## config.mk

```make
export PLATFORM = sky130hd
export DESIGN_NAME = mem_access
export DESIGN_NICKNAME = d
export VERILOG_FILES = /design/src/rtl/mem_pkg.sv /design/src/rtl/mem_load_align.sv /design/src/rtl/mem_access.sv
export SDC_FILE = /design/constraint.sdc
export NUM_CORES = 1
export LEC_CHECK = 0
export ABC_CLOCK_PERIOD_IN_PS = 3910
export BUFFER_PORTS_ARGS = -buffer_cell sky130_fd_sc_hd__buf_2
export CORE_ASPECT_RATIO = 1.75
export CORE_MARGIN = 10
export CORE_UTILIZATION = 45
export DETAILED_ROUTE_END_ITERATION = 12
export GPL_TIMING_DRIVEN = 0
export PLACE_DENSITY = 0.82
export SYNTH_ARGS = -nofsm -noshare
export SYNTH_HDL_FRONTEND = slang
export SYNTH_HIERARCHICAL = 1
export SYNTH_SLANG_ARGS = --single-unit
```

## constraint.sdc

```tcl
create_clock -name clk -period 3.91 [get_ports clk]
set_clock_uncertainty 0.2 [all_clocks]
set_input_delay 0.5865 -clock clk [delete_from_list [all_inputs] [get_ports clk]]
set_output_delay 0.5865 -clock clk [all_outputs]
set_load 0.01 [all_outputs]
```

## src/rtl/mem_pkg.sv

```systemverilog
// Shared encodings for the memory-access stage: funct3 sizes, FSM states,
// and the store byte-lane / data-replication helpers.
package mem_pkg;

    localparam logic [2:0] F3_B  = 3'b000;
    localparam logic [2:0] F3_H  = 3'b001;
    localparam logic [2:0] F3_W  = 3'b010;
    localparam logic [2:0] F3_BU = 3'b100;
    localparam logic [2:0] F3_HU = 3'b101;

    localparam logic [3:0] BE_BYTE = 4'b0001;
    localparam logic [3:0] BE_HALF = 4'b0011;
    localparam logic [3:0] BE_WORD = 4'b1111;

    typedef enum logic [1:0] {
        ST_IDLE = 2'd0,
        ST_REQ  = 2'd1,
        ST_DONE = 2'd2
    } state_t;

    // funct3[1:0] carries the access size; bit 2 only selects zero-extension.
    function automatic logic [3:0] lane_be(input logic [2:0] f3, input logic [1:0] a);
        case (f3[1:0])
            2'b00:   lane_be = BE_BYTE << a;
            2'b01:   lane_be = BE_HALF << {a[1], 1'b0};
            default: lane_be = BE_WORD;
        endcase
    endfunction

    function automatic logic [31:0] lane_wdata(input logic [2:0] f3, input logic [31:0] d);
        case (f3[1:0])
            2'b00:   lane_wdata = {4{d[7:0]}};
            2'b01:   lane_wdata = {2{d[15:0]}};
            default: lane_wdata = d;
        endcase
    endfunction

    function automatic logic is_misaligned(input logic [2:0] f3, input logic [1:0] a);
        case (f3[1:0])
            2'b00:   is_misaligned = 1'b0;
            2'b01:   is_misaligned = a[0];
            default: is_misaligned = (a != 2'b00);
        endcase
    endfunction

endpackage

```

## src/rtl/mem_load_align.sv

```systemverilog
// Picks the addressed byte/half out of a read word and sign- or zero-extends it.
module mem_load_align
    import mem_pkg::*;
(
    input  logic [31:0] rdata,
    input  logic [2:0]  funct3,
    input  logic [1:0]  lo,
    output logic [31:0] data
);

    logic [7:0]  byte_sel;
    logic [15:0] half_sel;

    always_comb begin
        byte_sel = rdata[7:0];
        case (lo)
            2'd0: byte_sel = rdata[7:0];
            2'd1: byte_sel = rdata[15:8];
            2'd2: byte_sel = rdata[23:16];
            2'd3: byte_sel = rdata[31:24];
            default: byte_sel = rdata[7:0];
        endcase
        half_sel = lo[1] ? rdata[31:16] : rdata[15:0];

        case (funct3)
            F3_B:    data = {{24{byte_sel[7]}}, byte_sel};
            F3_BU:   data = {24'h0, byte_sel};
            F3_H:    data = {{16{half_sel[15]}}, half_sel};
            F3_HU:   data = {16'h0, half_sel};
            default: data = rdata;
        endcase
    end

endmodule

```

## src/rtl/mem_access.sv

```systemverilog
// Memory-access stage: one req/ack data-memory transaction per instruction.
// Optional feature: define MEM_MISALIGN_TRAP_EN to trap misaligned H/W accesses.
module mem_access
    import mem_pkg::*;
#(
    parameter int ACK_TIMEOUT = 255,
    parameter int TMO_W       = 8
) (
    input  logic        clk,
    input  logic        reset,
    input  logic [31:0] ALU_result,
    input  logic [31:0] Read_data_2,
    input  logic        ALU_kick_up,
    input  logic        Controller_memread,
    input  logic        Controller_memwrite,
    input  logic [2:0]  Controller_funct3,
    output logic        Dmem_req,
    output logic        Dmem_we,
    output logic [31:0] Dmem_addr,
    output logic [31:0] Dmem_wdata,
    output logic [3:0]  Dmem_be,
    input  logic [31:0] Dmem_rdata,
    input  logic        Dmem_ack,
    output logic [31:0] MEM_result,
    output logic [31:0] MEM_read_data,
    output logic        MEM_error,
    output logic        MEM_busy,
    output logic        MEM_kick_up
);

    localparam int TMO_LAST_I = (ACK_TIMEOUT == 0) ? 0 : ACK_TIMEOUT - 1;
    localparam logic [TMO_W-1:0] TMO_LAST = TMO_LAST_I[TMO_W-1:0];

    state_t            state, state_next;
    logic [1:0]        lo_q;
    logic [2:0]        f3_q;
    logic              we_q;
    logic [TMO_W-1:0]  cnt;
    logic [31:0]       load_data;
    logic              mem_op;
    logic              misalign;
    logic              timeout_hit;

    mem_load_align u_align (
        .rdata  (Dmem_rdata),
        .funct3 (f3_q),
        .lo     (lo_q),
        .data   (load_data)
    );

    always_comb begin
        mem_op = Controller_memread | Controller_memwrite;
`ifdef MEM_MISALIGN_TRAP_EN
        misalign = mem_op & is_misaligned(Controller_funct3, ALU_result[1:0]);
`else
        misalign = 1'b0;
`endif
        // The last counted cycle is ACK_TIMEOUT-1, so req is high exactly ACK_TIMEOUT cycles.
        timeout_hit = (ACK_TIMEOUT != 0) && (cnt == TMO_LAST);
    end

    always_comb begin
        state_next = state;
        case (state)
            ST_IDLE: begin
                if (ALU_kick_up) begin
                    state_next = (mem_op && !misalign) ? ST_REQ : ST_DONE;
                end
            end
            ST_REQ: begin
                if (Dmem_ack || timeout_hit) begin
                    state_next = ST_DONE;
                end
            end
            ST_DONE: state_next = ST_IDLE;
            default: state_next = ST_IDLE;
        endcase
    end

    always_comb begin
        Dmem_req    = (state == ST_REQ);
        MEM_busy    = (state == ST_REQ);
        MEM_kick_up = (state == ST_DONE);
        Dmem_we     = we_q & (state == ST_REQ);
    end

    always_ff @(posedge clk) begin
        if (!reset) begin
            state         <= ST_IDLE;
            cnt           <= '0;
            lo_q          <= 2'b00;
            f3_q          <= 3'b000;
            we_q          <= 1'b0;
            Dmem_addr     <= 32'h0;
            Dmem_wdata    <= 32'h0;
            Dmem_be       <= 4'h0;
            MEM_result    <= 32'h0;
            MEM_read_data <= 32'h0;
            MEM_error     <= 1'b0;
        end else begin
            state <= state_next;
            if (state == ST_REQ && state_next == ST_REQ) begin
                cnt <= cnt + 1'b1;
            end else begin
                cnt <= '0;
            end

            if (state == ST_IDLE && ALU_kick_up) begin
                lo_q          <= ALU_result[1:0];
                f3_q          <= Controller_funct3;
                we_q          <= Controller_memwrite;
                Dmem_addr     <= {ALU_result[31:2], 2'b00};
                Dmem_wdata    <= lane_wdata(Controller_funct3, Read_data_2);
                Dmem_be       <= lane_be(Controller_funct3, ALU_result[1:0]);
                MEM_result    <= ALU_result;
                MEM_read_data <= 32'h0;
                MEM_error     <= misalign;
            end

            if (state == ST_REQ) begin
                if (Dmem_ack) begin
                    MEM_read_data <= load_data;
                end else if (timeout_hit) begin
                    MEM_read_data <= 32'h0;
                    MEM_error     <= 1'b1;
                end
            end
        end
    end

endmodule

```

# --- Word-level counts from Yosys, hierarchy flattened ---
# Index checks and enable logic that the tools add are counted.
word_totals:
  reg_bits: 147
  latchBits: 0
  ram_bits: 0
  romBits: 0
  input_bits: 105
  out_inout_bits: 137
  wordCells: 52
  n_memories: 0
classes:
  n_addsub: 1
  multipliers: 0
  n_div: 0
  n_lt_le_gt_ge: 0
  eq_ne: 11
  n_shift: 2
  muxes: 17
  n_bitwise: 2
  n_reduce_logical: 8
op_table:
  columns: ["op", "count"]
  rows:
  - ["$mux 32", 4]
  - ["$pmux 32 s4", 1]
  - ["$pmux 32 s2", 1]
  - ["$pmux 8 s4", 1]
  - ["$mux 16", 1]
  - ["$add 8x1->8 const B", 1]
  - ["$eq 2x1->1 const B", 4]
  - ["$eq 8x8->1 const B", 1]
  - ["$pmux 4 s2", 1]
  - ["$eq 2x2->1 const B", 3]
  - ["$eq 3x3->1 const B", 2]
  - ["$logic_not 2->1", 3]
  - ["$mux 2", 3]
  - ["$mux 1", 4]
  - ["$pmux 2 s2", 1]
  - ["$shl 1x2->4 const A", 1]
  - ["$shl 2x2->4 const A", 1]
  - ["$eq 3x1->1 const B", 1]
  - ["$logic_not 3->1", 1]
  - ["$logic_and 1x1->1", 2]
  - ["$reduce_and 2->1", 1]
  - ["$and 1x1->1", 1]
  - ["$logic_or 1x1->1", 1]
  - ["$or 1x1->1", 1]

# --- Logic depth before layout (Yosys ltp) ---
depth:
  depth_word: 7
  mapped_depth: 8
  ltp_nobuf: 6

# --- Hierarchy ---
# Netlist, hierarchy kept.
modules_own_cells:
  columns: ["mod", "n_inst", "cells_each", "area_per_inst_um2", "seq_area_each_um2"]
  rows:
  - ["mem_access", 1, 580, 5118.7, 2302.2]
  - ["mem_load_align", 1, 111, 668.1, 0.0]

# --- Worst setup path before layout ---
# No wires, ideal clock.
synth_timing:
  kind: "input to register"
  start: "input Dmem_rdata[31]"
  end: "register MEM_read_data[10]"
  setup_ns: 0.118
  arrival_time_ns: 1.723
  required_time_ns: 3.592
  path_slack_ns: 1.868
  path_stages: 6
  path_buffers: 1
  path_cell_list: "mux4_2 -> and3b_1 -> clkbuf_1 -> a221o_1 -> nand2_1 -> a21boi_2"
synth_via:
  elab_chain_cells: 4
synth_lines:
  columns: ["item", "line_no", "rtl"]
  rows:
  - ["start: declaration", "mem_access.sv:22", "input logic [31:0] Dmem_rdata,"]
  - ["$pmux 8 s4", "mem_load_align.sv:16", "case (lo)"]
  - ["$pmux 32 s4", "mem_load_align.sv:25", "case (funct3)"]
  - ["net load_data[10]", "mem_access.sv:39", "logic [31:0] load_data;"]
  - ["$mux 32", "mem_access.sv:121", "if (Dmem_ack) begin"]
  - ["$mux 32", "mem_access.sv:120", "if (state == ST_REQ) begin"]
  - ["end signal: assignment", "mem_access.sv:122", "MEM_read_data <= load_data;"]
  - ["end: declaration", "mem_access.sv:25", "output logic [31:0] MEM_read_data,"]
# The timed path passes the listed nets, and every way through them passes these cells.
# A chain may end at the register's enable or synchronous reset.

# --- Final worst setup path ---
layout_timing:
  start: "register state[0]"
  end: "output Dmem_we"
layout_via:
  elab_chain_cells: 2
layout_lines:
  columns: ["item", "line_no", "rtl"]
  rows:
  - ["start: declaration", "mem_access.sv:34", "state_t state, state_next;"]
  - ["start signal: assignment", "mem_access.sv:101", "state <= state_next;"]
  - ["$eq 2x1->1", "mem_access.sv:84", "Dmem_we = we_q & (state == ST_REQ);"]
  - ["$and 1x1->1", "mem_access.sv:84", null]
  - ["end: declaration", "mem_access.sv:18", "output logic Dmem_we,"]
# Every way passes these cells.

==> reports/results.ini <==
[yosys]
synth_edf_count=0
synth_top_family_by_area=compound AO/OA/AOI/OAI gates
ys_ff_latch=115
ys.flop_type=dfxtp_1
synth-xor-area-share=0.00908
yosysMostFrequentCell=nand2_1
seq_area_frac_synth=0.398
yosys.area_share.simple=0.184
yosys-top-cells-count=nand2_1, dfxtp_1, a21boi_0, buf_4, clkbuf_1
synthAdderAreaFrac=0.00432
synth_top_cell_area_share=0.398
async_reset_ff_frac=0
yosys.cell_types.count=44
synthMuxAreaShare=0.0333
synthCells=691
synth-compound-area-share=0.279
syn_avg_cell_area_sq_um=8.37
synth_area_leaders=dfxtp_1, nand2_1, a21boi_0
yosys_warnings=6
syn-cell-area_sq_mm=0.00579
yosysTopAreaCell=dfxtp_1

[clock_tree]
cts_root_buffer=clkbuf_16
cts_buffer_depth=2
cts_buffers=17
ctsHtreeMaxLevel=4
cts.clk_slew.worst_paths_ns=0.06
post-cts-setup-buffers=0
cts_sinks=115
cts_tree=yes
cts_resized=0
cts_hold_buffers=0
clk_latency_ns=0.40

[place]
dpl.hpwl_microns=15400
gp_congestion=0.947
numPortBuffers=237
post_dp_cell_area_sq_mm=0.00719
place_ws_ns=1.58

[worst_setup_path]
path_class=reg2out
crit_fanout=6
critPathCaptureType=output port
critPathRequiredTime_ns=3.12
worstSetupStartpointType=flip-flop
cp.arrival_ns=1.42

[sta]
maxSlewViolCount=0
final.period_utilization=0.566
setup_viol=0
fin_setup_tns_ns=0
clock.fmax_mhz=452
worst_pin_slew_ns=0.533
setup_slack_ns=1.70
hold_slack_ns=0.223
slew_headroom=0.645
hold_viol_final=0
post-route-min-period_ns=2.21
rsz0062_at_grt=no

[grt]
grt-ovfl-total=0
grtUsageTotal=0.205
grt_max_degree=17
antenna_found_initial=3
grt_pass1_wl_microns=29800
grt_pass1_vias=5847

[drt]
final_antenna_net_count=0
met2_length_microns=10600
drt_iter0_drc=251
drc=0
num_vias=5753
via_per_inst=5.08
dr.max_layer_used=met4
wl_met1_microns=6750
wl_met3_microns=1430
wl_per_cell_microns=17.0
routed_wl_microns=19300
drtPass1Iterations=5

[floorplan]
dieWidth_microns=106
pin_count=242
die_h_microns=170
core-area_sq_mm=0.0126
dieArea_sq_mm=0.0180
initial_core_util=0.460
core.rowCount=54

[finish]
drive_above_1_share=0.391
fin_nets=1055
finalInstanceArea_sq_mm=0.00779
area_growth_pct=34.6
fillers=1168

[min_path]
hp-class=in2reg

[power]
p_switching_uw=1010
p_leak_uw=0.00385
worst_ir_drop_vdd_mv=0.322
swShare=0.288
powerDensity_mw_per_mm2=452
p_clk_frac=0.438
pwr-share-comb=0.193
p_total_uw=3520
pwr-share-seq=0.369
p_int_uw=2510

[status]
status=complete, no violations

[run]
drv_cap=0

worst max-delay path: stages (launching register included):
cell and delay [ns]:
dfxtp_1 0.45, nor2b_4 0.29, and2_1 0.15, buf_2 0.13
sequential cells by signal, summed over array words and instances (netlist names):
| register | flops |
|---|---|
| cnt | 8 |
| we_q | 1 |
| MEM_result | 32 |
| MEM_read_data | 32 |
| Dmem_be | 4 |
| state | 2 |
| f3_q | 3 |
| MEM_error | 1 |
| Dmem_wdata | 32 |
layout make-up:
cell class	instances	area [sq um]	share of cell area
Multi-Input combinational cell	487	2960	0.380
Sequential cell	115	2300	0.296
Timing Repair Buffer	237	1190	0.152
Buffer	86	513	0.0659
Clock buffer	18	439	0.0564
Tap cell	168	210	0.0270
Clock inverter	14	154	0.0198
Inverter	4	15.0	0.00193
Antenna cell	3	7.51	0.000964
routing by layer:
| layer | up-vias | global-route usage |
|---|---|---|
| li1 | 2842 | - |
| met1 | 2648 | 0.198 |
| met2 | 228 | 0.381 |
| met3 | 35 | 0.0669 |
| met4 | 0 | 0.0952 |
| met5 | - | 0 |
cells by family after synthesis:
family / Yosys count
simple gates: 250
xor+xnor: 6
compound gates: 209
buf+inv: 90
other cells: 1
mux: 18
flops: 115
fa+ha+maj: 2
metrics by stage:
step / std cells / util
floorplan: 692 / -
finish: 1132 / 0.620
global route: 1131 / 0.619
CTS: 1129 / 0.619
global placement: 1097 / 0.572
detailed placement: 1097 / 0.572
cells in the final DEF, fill, tap and decap left out, types with 3 or more instances in the layout:
| master | instances |
|---|---|
| a21boi_0 | 36 |
| a21boi_1 | 21 |
| a21boi_2 | 20 |
| a21o_1 | 17 |
| a21oi_1 | 13 |
| a221o_1 | 8 |
| a22oi_1 | 8 |
| a31oi_1 | 4 |
| buf_2 | 257 |
| buf_4 | 36 |
| buf_6 | 4 |
| clkbuf_1 | 24 |
| clkbuf_16 | 17 |
| clkinv_4 | 4 |
| clkinvlp_4 | 3 |
| dfxtp_1 | 115 |
| diode_2 | 3 |
| inv_1 | 4 |
| inv_6 | 3 |
| mux2i_1 | 17 |
| nand2_1 | 179 |
| nand2b_1 | 10 |
| nand3_1 | 20 |
| nor2_1 | 23 |
| nor2b_1 | 7 |
| o211a_1 | 16 |
| o21ai_0 | 22 |
| o21ai_1 | 19 |
| o21ai_2 | 20 |
| xnor2_1 | 3 |
| xor2_1 | 3 |
path summary, 6_finish.rpt:
check	startpoint	to	slack, ns	cells past startpoint
min	ALU_result[30]	MEM_result[30]	0.22	3
max reg2reg	MEM_result[1]	MEM_read_data[13]	1.73	6
min reg2reg	Dmem_wdata[4]	Dmem_wdata[4]	0.25	2
max	state[0]	Dmem_we	1.70	3
power groups by stage:
stage | Combinational, uW | Clock (uW) | Sequential [uW]
4_1_cts | 683 | 1570 | 1300
3_5_place_dp | 681 | 0 | 1320
6_report | 680 | 1540 | 1300
3_3_place_gp | 672 | 0 | 1320
2_1_floorplan | 387 | 0 | 1350
5_1_grt | 744 | 1620 | 1310
(Power assumes the default switching activity.)
